### src/rtl/bin2bcd_seq_if.sv
`default_nettype none
// ============================================================================
// Module      : bin2bcd_seq_if
// Description : Request/result bundle of the sequential binary-to-BCD converter.
// Revision    : 1.0 - initial release
// ============================================================================
interface bin2bcd_seq_if;
    logic        start;
    logic [15:0] bin;
    logic        busy;
    logic        done;
    logic [15:0] bcd;
    logic        ovf;

    modport master (output start, bin, input  busy, done, bcd, ovf);
    modport slave  (input  start, bin, output busy, done, bcd, ovf);
endinterface
`default_nettype wire

### src/rtl/bin2bcd_seq.sv
`default_nettype none
// ============================================================================
// Module      : bin2bcd_seq
// Description : 16-bit binary to 4-digit packed BCD, double-dabble, 1 bit/cycle.
// Revision    : 1.0 - initial release
// ============================================================================
module bin2bcd_seq #(
    parameter bit SATURATE = 1'b1
) (
    input  logic           clk,
    input  logic           reset,
    bin2bcd_seq_if.slave   bus
);

    localparam logic [1:0] c_ST_IDLE  = 2'd0;
    localparam logic [1:0] c_ST_SHIFT = 2'd1;
    localparam logic [1:0] c_ST_DONE  = 2'd2;
    localparam logic [3:0] c_LAST_BIT = 4'd15;

    logic [1:0]  r_state;
    logic [1:0]  w_state_nxt;
    logic [15:0] r_bin_sr;
    logic [19:0] r_scratch;
    logic [3:0]  r_cnt;
    logic [15:0] r_bcd;
    logic        r_ovf;
    logic        r_done;

    logic        w_busy;
    logic        w_load;
    logic        w_shift;
    logic        w_finish;
    logic        w_ovf;
    logic [19:0] w_adj;

    // State register
    always_ff @(posedge clk) begin
        if (reset) begin
            r_state <= c_ST_IDLE;
        end else begin
            r_state <= w_state_nxt;
        end
    end

    // Next-state logic
    always_comb begin
        w_state_nxt = r_state;
        case (r_state)
            c_ST_IDLE:  if (bus.start) w_state_nxt = c_ST_SHIFT;
            c_ST_SHIFT: if (r_cnt == c_LAST_BIT) w_state_nxt = c_ST_DONE;
            c_ST_DONE:  w_state_nxt = c_ST_IDLE;
            default:    w_state_nxt = c_ST_IDLE;
        endcase
    end

    // Output / control decode
    always_comb begin
        w_busy   = (r_state != c_ST_IDLE);
        w_load   = (r_state == c_ST_IDLE) && bus.start;
        w_shift  = (r_state == c_ST_SHIFT);
        w_finish = (r_state == c_ST_DONE);
    end

    // Add-3 correction on every digit in parallel; digits never carry into each other
    for (genvar gi = 0; gi < 5; gi++) begin : g_digit
        assign w_adj[4*gi +: 4] = (r_scratch[4*gi +: 4] >= 4'd5) ?
                                  (r_scratch[4*gi +: 4] + 4'd3) :
                                  r_scratch[4*gi +: 4];
    end

    assign w_ovf = (r_scratch[19:16] != 4'd0) || (r_scratch[15:0] > 16'h9999);

    always_ff @(posedge clk) begin
        if (reset) begin
            r_bin_sr  <= '0;
            r_scratch <= '0;
            r_cnt     <= '0;
            r_bcd     <= '0;
            r_ovf     <= 1'b0;
            r_done    <= 1'b0;
        end else begin
            r_done <= 1'b0;
            if (w_load) begin
                r_bin_sr  <= bus.bin;
                r_scratch <= '0;
                r_cnt     <= '0;
            end else if (w_shift) begin
                {r_scratch, r_bin_sr} <= {w_adj, r_bin_sr} << 1;
                r_cnt                 <= r_cnt + 4'd1;
            end else if (w_finish) begin
                r_ovf  <= w_ovf;
                r_bcd  <= (SATURATE && w_ovf) ? 16'h9999 : r_scratch[15:0];
                r_done <= 1'b1;
            end
        end
    end

    assign bus.busy = w_busy;
    assign bus.done = r_done;
    assign bus.bcd  = r_bcd;
    assign bus.ovf  = r_ovf;

endmodule
`default_nettype wire

### src/flat_wrapper.sv
// flat-port wrapper written by rule: the top's interface ports become plain ports
module bin2bcd_seq_flat 
#(
    parameter bit SATURATE = 1'b1
)
  (clk, reset, bus_start, bus_bin, bus_busy, bus_done, bus_bcd, bus_ovf);
  bin2bcd_seq_if bus_i ();
  input  logic clk;
  input  logic reset;
  input wire logic [$bits(bus_i.start)-1:0] bus_start;
  input wire logic [$bits(bus_i.bin)-1:0] bus_bin;
  output wire logic [$bits(bus_i.busy)-1:0] bus_busy;
  output wire logic [$bits(bus_i.done)-1:0] bus_done;
  output wire logic [$bits(bus_i.bcd)-1:0] bus_bcd;
  output wire logic [$bits(bus_i.ovf)-1:0] bus_ovf;
  assign bus_i.start = bus_start;
  assign bus_i.bin = bus_bin;
  assign bus_busy = bus_i.busy;
  assign bus_done = bus_i.done;
  assign bus_bcd = bus_i.bcd;
  assign bus_ovf = bus_i.ovf;
  bin2bcd_seq #(.SATURATE(SATURATE)) u_core (.clk(clk), .reset(reset), .bus(bus_i));
endmodule
### config.mk
export PLATFORM = sky130hd
export DESIGN_NAME = bin2bcd_seq_flat
export DESIGN_NICKNAME = d
export VERILOG_FILES = /design/src/rtl/bin2bcd_seq_if.sv /design/src/rtl/bin2bcd_seq.sv /design/src/flat_wrapper.sv
export SDC_FILE = /design/constraint.sdc
export NUM_CORES = 1
export LEC_CHECK = 0
export ABC_AREA = 1
export CAP_MARGIN = 0
export CORE_MARGIN = 4
export CORE_UTILIZATION = 55
export DETAILED_ROUTE_END_ITERATION = 12
export PLACE_DENSITY = 0.84
export SYNTH_ARGS = -nofsm -noshare
export SYNTH_HDL_FRONTEND = slang
export SYNTH_SLANG_ARGS = --single-unit
### constraint.sdc
create_clock -name clk -period 2.1 [get_ports clk]
set_input_delay 0.42 -clock clk [delete_from_list [all_inputs] [get_ports clk]]
set_output_delay 0.42 -clock clk [all_outputs]
set_load 0.005 [all_outputs]
==> impl_metrics.toml, run 1 <==
[floorplan]
initial_core_util = 0.570
die_w_um = 81.0
die_h_um = 81.0
core_mm2 = 0.00514
dieArea_mm2 = 0.00656
rows = 26
ios = 38

[synth]
yosysUniqueCellTypes = 34
synthTopCellsByCount = "100 x nand2_1, 60 x dfxtp_1, 40 x inv_1, 29 x a21oi_1, 26 x o21ai_0"
synthArstFlopShare = 0
yosysTopAreaCell = "dfxtp_1"
synth_most_common_cell = "nand2_1"
yosysSeqAreaShare = 0.410
ys_ff_latch = 60
ys_warn_count = 0
synthCells = 392
synth_ff_type = "dfxtp_1"
synthTopCellsByArea = "dfxtp_1 41%, nand2_1 13%, ha_1 5.1%"
synth_edf_count = 0
synth_top_area_share = 0.410
syn_nets = 423
syn_avg_cell_area_um2 = 7.48
synth_area_mm2 = 0.00293

[drt]
drt_iter0_markers = 171
vias = 2601
antenna_left = 0
vias_per_cell = 5.18
drc = 0
wirelength_um = 6180
wl_per_cell_um = 12.3
dr.pass1.iters = 4

[clock_network]
ctsHoldBuffers = 0
clk_latency_ns = 0.33
clk_path_buf_depth = 2
cts_num_sinks = 60
cts_setup_buffers = 0
ctsResizeCount = 0
cts_tree = "done"
root_buffer = "clkbuf_8"
h-tree-depth = 3
cts.clk_slew.worst_paths_ns = 0.07
cts_buffers = 9

[power_and_ir_drop]
switching_share = 0.268
p_per_area_mw_per_mm2 = 698
cellLeakagePower_nw = 1.44
power_frac_seq = 0.498
p_switching_uw = 654
clkPwrFrac = 0.369
pwr-share-comb = 0.132
intPower_mw = 1.79
total_power_mw = 2.44
peakVddDrop_mv = 0.328

[worst_hold_path]
hold_path.class = "reg2reg"
worstHoldStart = "u_core.r_bin_sr[0]$_SDFFE_PP0P_"

[flow_run]
max_cap_violations = 0

[place]
post_dp_cell_area_mm2 = 0.00333
place_hpwl_um = 4390
io_buffers = 37
place_congestion = 0.847

[global_routing]
grt_overflow_total = 0
gr-usage-all-layers = 0.202
antenna_found_initial = 0
grt_max_degree = 40
grt_pass1_vias = 2308
grt_pass1_wl_um = 10300

[setup_path]
startpoint_type = "flip-flop"
startpoint = "u_core.r_scratch[13]$_SDFFE_PP0P_"
cp_slowest_cell = "dfxtp_1"
path_cells = "inv_1, ha_1, nand3_1, nor2_2, nand2_1, nand2_1, nand2_1, nand2_2, nand2_1, nand2_1, nor2_1"
critPathMaxStageDelay_ns = 0.32
cp.arrival_ns = 2.04
worst-setup-path-type = "reg2reg"
critPathCaptureType = "flip-flop"
worstReg2RegStart = "u_core.r_scratch[13]$_SDFFE_PP0P_"
required_ns = 2.32
cpMostUsedCell = "nand2_1"
path_max_fanout = 15

[sta]
timing.final.crit_share = 0.869
slew_viol_final = 0
hold_viol_final = 0
skew_ns = 0.00900
worst_slew_pin_slew_ns = 0.517
maxSlewHeadroom = 0.655
tns_ns = 0
max_freq_ghz = 0.548
hold-worst-slack_ns = 0.474
rsz0062_at_grt = "no"
final-setup-viol-count = 0
fin_crit_ns = 1.83

[layout]
drive_gt1_frac = 0.102
design_area_mm2 = 0.00350
syn_to_final_growth_pct = 19.3
fin_nets = 459
n_antenna_cell = 0
fillCellCount = 449

[run_status]
status = "finished, final reports clean"
[layout make-up]
class,instances,area (um2),share of cell area
tap,70,87.6,0.0251
clock inverter,2,10.0,0.00286
clock buffer,13,159,0.0455
multi-input combinational,267,1450,0.415
timing repair buffer,42,408,0.117
sequential,60,1200,0.344
inverter,48,180,0.0515
[worst max-delay path: cells and delay by family, from the launching register on]
family                   cells  cell delay, ns
adder cells (fa/ha/maj)      1            0.22
buffers and inverters        1            0.17
flip-flops                   1            0.32
AND/OR/NAND/NOR              9            1.00
[per-stage QoR]
step	util	setup WS [ns]	std cells
2_1_floorplan	-	0.684	392
3_3_place_gp	0.647	0.201	487
3_5_place_dp	0.647	0.185	487
4_1_cts	0.680	0.273	502
5_1_grt	0.680	0.112	502
6_report	0.680	0.275	502
[routing by layer]
metal  share of wire  wire (um)  vias to the layer above  track usage
li1                -          -                     1346            -
met1            0.47       2920                     1196        0.260
met2            0.48       2940                       53        0.323
met3           0.037        231                        6       0.0366
met4           0.014         89                        0        0.103
met5               0          0                        -            0
[final timing paths]
path,endpoint,slack (ns),cells past startpoint
worst min-delay path,u_core.r_bin_sr[0]$_SDFFE_PP0P_,0.47,2
worst max-delay path,u_core.bus.bcd[13]$_SDFFE_PP0P_,0.27,11
worst min register to register,u_core.r_bin_sr[0]$_SDFFE_PP0P_,0.47,2
worst max register to register,u_core.bus.bcd[13]$_SDFFE_PP0P_,0.27,11
[power groups by stage]
stage | sequential [mW] | clock [mW] | combinational, mW
2_1_floorplan | 1.23 | 0 | 0.243
3_3_place_gp | 1.24 | 0 | 0.314
3_5_place_dp | 1.24 | 0 | 0.320
4_1_cts | 1.22 | 0.915 | 0.324
5_1_grt | 1.22 | 0.968 | 0.362
6_report | 1.22 | 0.901 | 0.323
[flip-flops by register name (all words and copies together), names as in the netlist]
register / cells
u_core.bus.ovf: 1
u_core.bus.bcd: 16
u_core.r_bin_sr: 16
u_core.r_state: 2
u_core.r_scratch: 20
u_core.r_cnt: 4
u_core.bus.done: 1
[cells by family after synthesis]
group           count (synthesis)  synth area share
buf+inv                        65            0.0961
flops                          60             0.410
compound gates                 94             0.190
xor+xnor                        9            0.0269
fa+ha+maj                      12            0.0512
simple gates                  152             0.226
[layout by cell type, fill, tap and decap left out, types with 12 or more instances in the layout]
cell type and count:
nand2_1 100, inv_1 40, a21oi_1 29, a31oi_1 17
o21ai_0 26, nand3_1 13, nor2_1 24, ha_1 12
clkdlybuf4s50_1 37, dfxtp_1 60
No activity file was read; power rests on OpenSTA's default activity.
==> run 2, diff against run 1 <==
Settings changed: CTS_BUF_LIST from default to sky130_fd_sc_hd__clkbuf_8.
==> run 2 against run 1 <==
Net effect: count of clock-buffer cells in the layout shrank 2; worst setup slack worse by 0.0010 ns; register-to-register slack hardly changed; die area did not move; largest power group unchanged; sequential power hardly changed; highest routed layer unchanged; critical endpoint unchanged; power decreased by 0.31%; cell count stayed put; critical path depth stayed put; clock power down 0.9%; global-route usage is the same; core utilization is the same.
==> impl_metrics.toml, run 2 (synthesis results as in run 1) <==
[run_status]
status = "finished, final reports clean"

[clock_network]
ctsHoldBuffers = 0
cts_tree = "done"
h-tree-depth = 3
clk_latency_ns = 0.33
cts_buffers = 9
root_buffer = "clkbuf_8"
clk_path_buf_depth = 2
cts_setup_buffers = 0
cts_num_sinks = 60
cts.clk_slew.worst_paths_ns = 0.07
ctsResizeCount = 0

[place]
post_dp_cell_area_mm2 = 0.00333
io_buffers = 37
place_hpwl_um = 4390
place_congestion = 0.847
place_ws_ns = 0.185

[layout]
final_cell_mix = "100 x nand2_1, 60 x dfxtp_1, 42 x inv_1"
fin_nets = 459
largest_register_ffs = 20
syn_to_final_growth_pct = 19.3
n_antenna_cell = 0
design_area_mm2 = 0.00350
top_register = "u_core.r_scratch"
layout_commonest_cell = "nand2_1"
drive_gt1_frac = 0.102

[sta]
skew_ns = 0.00894
fin_crit_ns = 1.83
timing.final.crit_share = 0.870
final-setup-viol-count = 0
setup_ws_ns = 0.274
tns_ns = 0
hold_viol_final = 0
max_freq_ghz = 0.548
rsz0062_at_grt = "no"
slew_viol_final = 0
worst_slew_pin_slew_ns = 0.519
hold-worst-slack_ns = 0.474
maxSlewHeadroom = 0.654

[setup_path]
critPathMaxStageDelay_ns = 0.32
r2r-end = "u_core.bus.bcd[13]$_SDFFE_PP0P_"
cp_num_buf_inv = 1
cp.depth = 11
cp.arrival_ns = 2.04
crit_family = "simple AND/OR/NAND/NOR gates"
required_ns = 2.32
rr_worst_depth = 11
critPathCaptureType = "flip-flop"
startpoint_type = "flip-flop"
worst-setup-path-type = "reg2reg"
path_max_fanout = 15
r2r_slack_ns = 0.27
cpMostUsedCell = "nand2_1"
cp_slowest_cell = "dfxtp_1"
worstReg2RegStart = "u_core.r_scratch[13]$_SDFFE_PP0P_"
path_cells = "inv_1, ha_1, nand3_1, nor2_2, nand2_1, nand2_1, nand2_1, nand2_2, nand2_1, nand2_1, nor2_1"

[drt]
dr.pass1.iters = 5
wirelength_um = 6160
wl_per_cell_um = 12.3
antenna_left = 0
vias = 2603
drt_iter0_markers = 165
drc = 0
vias_per_cell = 5.19

[floorplan]
die_h_um = 81.0
core_mm2 = 0.00514
ios = 38
initial_core_util = 0.570
rows = 26
die_w_um = 81.0
dieArea_mm2 = 0.00656

[power_and_ir_drop]
cellLeakagePower_nw = 1.45
peakVddDrop_mv = 0.330
p_per_area_mw_per_mm2 = 696

[worst_hold_path]
worstHoldStart = "u_core.r_bin_sr[0]$_SDFFE_PP0P_"
hold_path.class = "reg2reg"
min_path_cells = 2
min_to = "u_core.r_bin_sr[0]$_SDFFE_PP0P_"

[global_routing]
grt_max_degree = 40
grt_pass1_wl_um = 10300
gr-usage-all-layers = 0.202
antenna_found_initial = 0
grt_pass1_vias = 2308
grt_overflow_total = 0

[flow_run]
max_cap_violations = 0
==> run 2: changes by cell type in the layout (fill, tap and decap cells not counted), sizes merged <==
cell	previous run	this run
clkbuf	13	11
inv	47	49
==> run 2: final cells by class <==
type | count | area, um2
clock inverter | 4 | 17.5
fill | 449 | 1640
inverter | 48 | 180
multi-input combinational | 267 | 1450
tap | 70 | 87.6
clock buffer | 11 | 151
sequential | 60 | 1200
timing repair buffer | 42 | 408
==> run 2: routing by layer <==
layer	vias up	share of wire	track usage
li1	1346	-	-
met1	1195	0.47	0.260
met2	56	0.48	0.323
met3	6	0.039	0.0366
met4	0	0.014	0.103
met5	-	0	0
==> run 2: worst register-to-register path, stage by stage, from the launching register on <==
cell,delay (ns)
dfxtp_1,0.32
inv_1,0.17
ha_1,0.21
nand3_1,0.14
nor2_2,0.16
nand2_1,0.06
nand2_1,0.05
nand2_1,0.06
nand2_2,0.26
nand2_1,0.12
nand2_1,0.10
nor2_1,0.05
==> run 2: how the worst max path moves through the flow <==
stage                                            startpoint                         endpoint  slack (ns)
after floorplan            u_core.r_scratch[0]$_SDFFE_PP0P_   u_core.bus.bcd[1]$_SDFFE_PP0P_        0.68
final                     u_core.r_scratch[13]$_SDFFE_PP0P_  u_core.bus.bcd[13]$_SDFFE_PP0P_        0.27
after CTS                    u_core.r_state[1]$_SDFFE_PP0P_                         bus_busy        0.27
after global routing      u_core.r_scratch[13]$_SDFFE_PP0P_  u_core.bus.bcd[13]$_SDFFE_PP0P_        0.11
after detailed placement                              reset  u_core.bus.bcd[10]$_SDFFE_PP0P_        0.18
after global placement                                reset  u_core.bus.bcd[10]$_SDFFE_PP0P_        0.20
==> run 2: stage by stage <==
stage / total power, mW / utilization / cells
floorplan: 1.47 / - / 392
global placement: 1.55 / 0.647 / 487
detailed placement: 1.56 / 0.647 / 487
CTS: 2.44 / 0.680 / 502
global route: 2.54 / 0.680 / 502
finish: 2.43 / 0.680 / 502
==> run 2: power by group <==
group / internal (mW) / switching, mW / total, mW
combinational: 0.118 / 0.205 / 0.323
sequential: 1.18 / 0.0313 / 1.22
clock: 0.473 / 0.420 / 0.893
==> run 3, diff against run 2 <==
Settings changed: HOLD_SLACK_MARGIN from default to 0.06.
==> results of run 3 <==
Final layout, timing and power as in run 2 (identical DEF).
